<file path="config.mk">
export PLATFORM = sky130hd
export DESIGN_NAME = pixie_raster_scanout
export DESIGN_NICKNAME = d
export VERILOG_FILES = /design/src/rtl/pixie_raster_scanout.sv
export SDC_FILE = /design/constraint.sdc
export NUM_CORES = 1
export LEC_CHECK = 0
export ABC_CLOCK_PERIOD_IN_PS = 3100
export BUFFER_PORTS_ARGS = -buffer_cell sky130_fd_sc_hd__buf_2
export CORE_MARGIN = 2
export CORE_UTILIZATION = 55
export CTS_CLUSTER_DIAMETER = 60
export DETAILED_ROUTE_END_ITERATION = 8
export HOLD_SLACK_MARGIN = 0.15
export PLACE_DENSITY = 0.72
export RECOVER_POWER = 25
export SYNTH_ARGS = -nofsm -noshare
export SYNTH_HDL_FRONTEND = slang
export SYNTH_SLANG_ARGS = --single-unit
</file>
<file path="constraint.sdc">
create_clock -name clk -period 3.1 [get_ports clk]
set_input_delay 0.155 -clock clk [delete_from_list [all_inputs] [get_ports clk]]
set_output_delay 0.155 -clock clk [all_outputs]
set_load 0.01 [all_outputs]
</file>
<file path="src/rtl/pixie_raster_scanout.sv">
`default_nettype none
// ============================================================================
//  Module   : pixie_raster_scanout
//  Purpose  : 1-bpp raster scan-out engine. It generates the raster timing,
//             fetches one frame-buffer byte per 8 pixels from a synchronous
//             RAM and shifts the pixels out MSB first.
//  Revision : 1.0  initial release
// ============================================================================
module pixie_raster_scanout #(
    parameter int H_TOTAL     = 112,
    parameter int V_TOTAL     = 262,
    parameter int H_ACT_START = 16,
    parameter int V_ACT_START = 80
) (
    input  logic       clk,
    input  logic       reset,
    input  logic       pix_ce,
    input  logic       enable,
    output logic [9:0] mem_addr,
    output logic       mem_rd_en,
    input  logic [7:0] mem_data,
    output logic       video,
    output logic       hsync,
    output logic       vsync,
    output logic       hblank,
    output logic       vblank,
    output logic       de
);

    localparam logic [9:0] c_H_LAST      = 10'(H_TOTAL - 1);
    localparam logic [9:0] c_V_LAST      = 10'(V_TOTAL - 1);
    localparam logic [9:0] c_H_ACT_START = 10'(H_ACT_START);
    localparam logic [9:0] c_H_ACT_END   = 10'(H_ACT_START + 63);
    localparam logic [9:0] c_V_ACT_START = 10'(V_ACT_START);
    localparam logic [9:0] c_V_ACT_END   = 10'(V_ACT_START + 127);
    // A fetch is issued three pixels ahead of the byte it feeds: one clk for
    // the RAM, one clk to capture into the hold register, then the load.
    localparam logic [9:0] c_RD_START    = 10'(H_ACT_START - 3);
    localparam logic [9:0] c_HS_START    = 10'd92;
    localparam logic [9:0] c_HS_END      = 10'd99;
    localparam logic [9:0] c_VS_END      = 10'd3;

    logic [9:0] r_hcount;
    logic [9:0] r_vcount;
    logic       r_fresh;       // first pix_ce after reset starts the frame at 0,0
    logic       r_frame_en;
    logic [9:0] r_addr;
    logic       r_rd_en;
    logic       r_rd_dly;      // RAM data is valid while this is high
    logic [7:0] r_hold;
    logic [7:0] r_shift;
    logic       r_video;
    logic       r_hsync;
    logic       r_vsync;
    logic       r_hblank;
    logic       r_vblank;
    logic       r_de;

    logic [9:0] w_hnext;
    logic [9:0] w_vnext;
    logic       w_frame_start;
    logic       w_frame_en_next;
    logic       w_h_act;
    logic       w_v_act;
    logic [9:0] w_h_off;
    logic [9:0] w_rd_off;
    logic       w_pix_load;
    logic       w_rd_hit;
    logic       w_de_next;
    logic       w_pix;

    // Next counter values and everything decoded from them.
    always_comb begin
        w_hnext = r_hcount;
        w_vnext = r_vcount;
        if (r_fresh) begin
            w_hnext = '0;
            w_vnext = '0;
        end else if (r_hcount == c_H_LAST) begin
            w_hnext = '0;
            w_vnext = (r_vcount == c_V_LAST) ? 10'd0 : r_vcount + 10'd1;
        end else begin
            w_hnext = r_hcount + 10'd1;
        end

        w_frame_start   = (w_hnext == 10'd0) && (w_vnext == 10'd0);
        w_frame_en_next = w_frame_start ? enable : r_frame_en;

        w_h_act = (w_hnext >= c_H_ACT_START) && (w_hnext <= c_H_ACT_END);
        w_v_act = (w_vnext >= c_V_ACT_START) && (w_vnext <= c_V_ACT_END);

        w_h_off    = w_hnext - c_H_ACT_START;
        w_pix_load = w_h_act && (w_h_off[2:0] == 3'd0);

        // Out-of-range columns wrap to large unsigned offsets and miss.
        w_rd_off = w_hnext - c_RD_START;
        w_rd_hit = (w_rd_off < 10'd64) && (w_rd_off[2:0] == 3'd0)
                   && w_v_act && w_frame_en_next;

        w_de_next = w_frame_en_next && w_h_act && w_v_act;
        w_pix     = w_pix_load ? r_hold[7] : r_shift[6];
    end

    // Raster counters, frame enable latch and registered video outputs.
    always_ff @(posedge clk) begin
        if (reset) begin
            r_hcount   <= '0;
            r_vcount   <= '0;
            r_fresh    <= 1'b1;
            r_frame_en <= 1'b0;
            r_shift    <= '0;
            r_video    <= 1'b0;
            r_hsync    <= 1'b0;
            r_vsync    <= 1'b0;
            r_hblank   <= 1'b1;
            r_vblank   <= 1'b1;
            r_de       <= 1'b0;
        end else if (pix_ce) begin
            r_hcount   <= w_hnext;
            r_vcount   <= w_vnext;
            r_fresh    <= 1'b0;
            r_frame_en <= w_frame_en_next;
            r_shift    <= w_pix_load ? r_hold : {r_shift[6:0], 1'b0};
            r_video    <= w_de_next && w_pix;
            r_hsync    <= (w_hnext >= c_HS_START) && (w_hnext <= c_HS_END);
            r_vsync    <= (w_vnext <= c_VS_END);
            r_hblank   <= !w_h_act;
            r_vblank   <= !w_v_act;
            r_de       <= w_de_next;
        end
    end

    // Fetch side: single-clk read strobe, address counter, data capture.
    always_ff @(posedge clk) begin
        if (reset) begin
            r_addr   <= '0;
            r_rd_en  <= 1'b0;
            r_rd_dly <= 1'b0;
            r_hold   <= '0;
        end else begin
            r_rd_en  <= pix_ce && w_rd_hit;
            r_rd_dly <= r_rd_en;
            if (r_rd_dly) begin
                r_hold <= mem_data;
            end
            if (pix_ce && w_frame_start) begin
                r_addr <= '0;
            end else if (r_rd_en) begin
                r_addr <= r_addr + 10'd1;
            end
        end
    end

    assign mem_addr  = r_addr;
    assign mem_rd_en = r_rd_en;
    assign video     = r_video;
    assign hsync     = r_hsync;
    assign vsync     = r_vsync;
    assign hblank    = r_hblank;
    assign vblank    = r_vblank;
    assign de        = r_de;

endmodule
`default_nettype wire

</file>
==> run summary <==
The HPWL after detailed placement is 5.12 mm. The final hold violation count is 0. The number of global-route vias before repair is 2,765. The number of non-filler instances in the completed layout is 499. The number of clock buffers added by TritonCTS is 5.

The layout overhead on the synthesized area is 12.1%. At the worst endpoint, the arrival time is 3.06 ns. The number of flops mapped to enable cells by yosys is 0.

The sum of internal, switching and leakage power came out at 1.22 mW. The number of levels the H-tree was split into is 2. Port buffering added 28 buffers. Of all nets on the critical path, the largest fanout is 6. The post-route antenna net violation count came out at 0. The net count of the finished layout is 442. The TritonCTS clock tree is done.

The wire length reported by the detailed router came out at 7.54 mm. The final estimated routing congestion in global placement came out at 0.902. The clock slew at the register clock pins of the worst setup and hold paths is 0.10 ns. The critical path required time is 3.32 ns. The smallest clock period supported by the final layout is computed as 2.84 ns. The detailed router's first-iteration violation count came out at 163. The via total after detailed routing came out at 2,993. The number of detailed-route iterations in the first pass came out at 4. In this run the tightest slew margin relative to its limit is 63.7%.

The number of pins exceeding their max-slew limit in the final report is 0. The die height came out at 80.0 µm. The number of maximum-capacitance violations is 0. The number of distinct library cells after synthesis is 54. For this run, the leading register cell type out of synthesis is sky130_fd_sc_hd__dfxtp_1.

The pin count of the biggest net entering global routing came out at 54. Setup repair after global routing left no endpoint under its margin. The placeable core region came out at 5540 µm². The run finished with clean final reports. The area of the die came out at 6410 µm².

The overall global routing resource usage came out at 24.7%. The count of antenna diodes in the layout is 0. The share of layout cells above drive strength 1 came out at 12.6%. The CTS sink count is 55. The clock network latency to the later pin of the worst-skew pair is 0.32 ns. Across the VDD grid, the largest voltage drop is 0.301 mV. STA classifies the critical path startpoint as a flop. In the routed design, unresolved DRC markers number 0. The total of flip-flops plus latches after synthesis is 55. The number of placed I/O pins is 29. The sequential element share of the synthesized area came out at 34.6%. The post-route setup TNS came out at 0 ns. The portion of the clock cycle consumed by the worst path in the final layout came out at 91.5%. The wire length per cell after detailed routing is 15.1 µm. The number of rows in the core area came out at 27. The path class of the tightest hold or removal check is in2reg. The reported leakage power came out at 1.27 nW. Leaving out fill and tap cells, the most frequent cells in the layout are sky130_fd_sc_hd__dfxtp_1, sky130_fd_sc_hd__nor2_1, sky130_fd_sc_hd__nand2_1, sky130_fd_sc_hd__nor3_1, sky130_fd_sc_hd__a21oi_1. The post-synthesis instance area is 3180 µm². The maximum buffer depth of the clock tree came out at 2.

The die span in x came out at 80.0 µm. The number of antenna violations at the first check in global routing came out at 0. CTS placed an instance of sky130_fd_sc_hd__clkbuf_8 at the clock tree root. The post-synth net total is 416. The worst-margin pin slew came out at 0.545 ns. The total global routing overflow came out at 0.

The starting density of the core is 57.4%. After detailed routing, the number of vias per cell comes to 6.00. The async set-reset flop share out of synthesis is 0%. The total number of yosys warnings came out at 0. STA classifies the critical path endpoint as a flop. Leaving out fill and tap cells, the most frequent cell in the layout is sky130_fd_sc_hd__dfxtp_1. The areal power density over the cells came out at 342 nW/µm². The gate count of the mapped netlist came out at 400.

The cell count after placement is 482. The startpoint-to-endpoint class of the critical path is reg2reg. The average cell area after synthesis is 7.95 µm².

The final setup skew is 0.00583 ns. The final setup violation count came out at 0. The global-route wire length before repair is 12.6 mm.

The upper clock frequency limit is 352 MHz.
cell usage after synthesis, types with 3 or more instances:
cell type	n	area [µm²]
sky130_fd_sc_hd__nand3_1	16	80.1
sky130_fd_sc_hd__mux2i_1	22	220
sky130_fd_sc_hd__o22ai_1	3	18.8
sky130_fd_sc_hd__nand2b_1	5	31.3
sky130_fd_sc_hd__nor2_1	54	203
sky130_fd_sc_hd__xor2_1	8	70.1
sky130_fd_sc_hd__ha_1	4	50.1
sky130_fd_sc_hd__dfxtp_1	55	1100
sky130_fd_sc_hd__clkbuf_1	27	101
sky130_fd_sc_hd__nor4_1	6	37.5
sky130_fd_sc_hd__and3_1	8	50.1
sky130_fd_sc_hd__nor2b_1	5	31.3
sky130_fd_sc_hd__xnor2_1	10	87.6
sky130_fd_sc_hd__nand2_1	31	116
sky130_fd_sc_hd__nor3_1	29	145
sky130_fd_sc_hd__a31oi_1	4	25.0
sky130_fd_sc_hd__o31ai_1	4	30.0
sky130_fd_sc_hd__a211oi_1	6	45.0
sky130_fd_sc_hd__o21ai_0	15	75.1
sky130_fd_sc_hd__buf_2	3	15.0
sky130_fd_sc_hd__a21oi_1	23	115
sky130_fd_sc_hd__or3_1	4	25.0
sky130_fd_sc_hd__nand4_1	9	56.3
sky130_fd_sc_hd__nor3b_1	3	22.5
sky130_fd_sc_hd__buf_6	4	45.0
sky130_fd_sc_hd__and2_1	4	25.0
worst paths after layout:
check	from	end	slack [ns]	depth (start not counted)
worst max-delay path	r_vcount[1]	video	0.26	9
worst max register to register	r_vcount[1]	video	0.26	9
worst min-delay path	reset	mem_rd_en	0.25	5
worst min register to register	hsync	hsync	0.48	2
sequential cells by signal (all words and copies together) (netlist names), 7 cells and up:
signal	count
r_hold	8
mem_addr	10
r_hcount	10
r_vcount	10
r_shift	7
area by class of cell:
class | count | area [µm²]
Fill cell | 484 | 1980
Multi-Input combinational cell | 308 | 1940
Sequential cell | 55 | 1100
Timing Repair Buffer | 53 | 334
Tap cell | 72 | 90.1
Clock buffer | 6 | 72.6
Clock inverter | 2 | 16.3
Inverter | 3 | 11.3
power breakdown:
part	leakage, nW	switching [mW]	internal [mW]
sequential	0.445	0.00840	0.714
combinational	0.782	0.0540	0.0382
clock	0.0418	0.241	0.163
total	1.27	0.304	0.915
worst max-delay path, cell delays in order, from the launching register on:
cell	delay (ns)
sky130_fd_sc_hd__dfxtp_1	0.32
sky130_fd_sc_hd__inv_1	0.05
sky130_fd_sc_hd__ha_1	0.16
sky130_fd_sc_hd__or4b_1	0.47
sky130_fd_sc_hd__or4_4	0.46
sky130_fd_sc_hd__o21bai_4	0.22
sky130_fd_sc_hd__o21a_1	0.17
sky130_fd_sc_hd__nor3_1	0.06
sky130_fd_sc_hd__or4b_4	0.55
sky130_fd_sc_hd__o41ai_2	0.29
routing by layer:
| metal | up-vias | global-route usage (%) | share of wire (%) |
|---|---|---|---|
| li1 | 1483 | - | - |
| met5 | - | 0 | 0 |
| met4 | 0 | 9.15 | 2.4 |
| met2 | 77 | 41.0 | 47 |
| met1 | 1414 | 31.8 | 46 |
| met3 | 19 | 4.52 | 4.6 |
through the flow:
step                util (%)  hold WS [ns]  setup slack [ns]  area, µm²
global placement        60.8         0.390             0.254       3370
global route            64.3         0.264            0.0587       3560
finish                  64.3         0.253             0.263       3560
floorplan                  -         0.302             0.334       3180
detailed placement      60.8         0.397             0.140       3370
CTS                     64.0         0.254             0.132       3550
cell families after synthesis:
group,count (synthesis),synth area share [%]
buffers and inverters,37,5.43
muxes,22,6.92
xor gates and xnor gates,18,4.96
adders and majority gates,4,1.57
and+or+nand+nor,192,31.7
DFF,55,34.6
AOI/OAI and AO/OA,72,14.8
repair_timing:
item / CTS / global route
endpoints found under the setup margin: 0 / 20
resized for setup: 0 / 6
endpoints found under the hold margin: 9 / 0
hold buffers: 9 / 0
buffers inserted: 0 / 0
(Power assumes the default switching activity.)
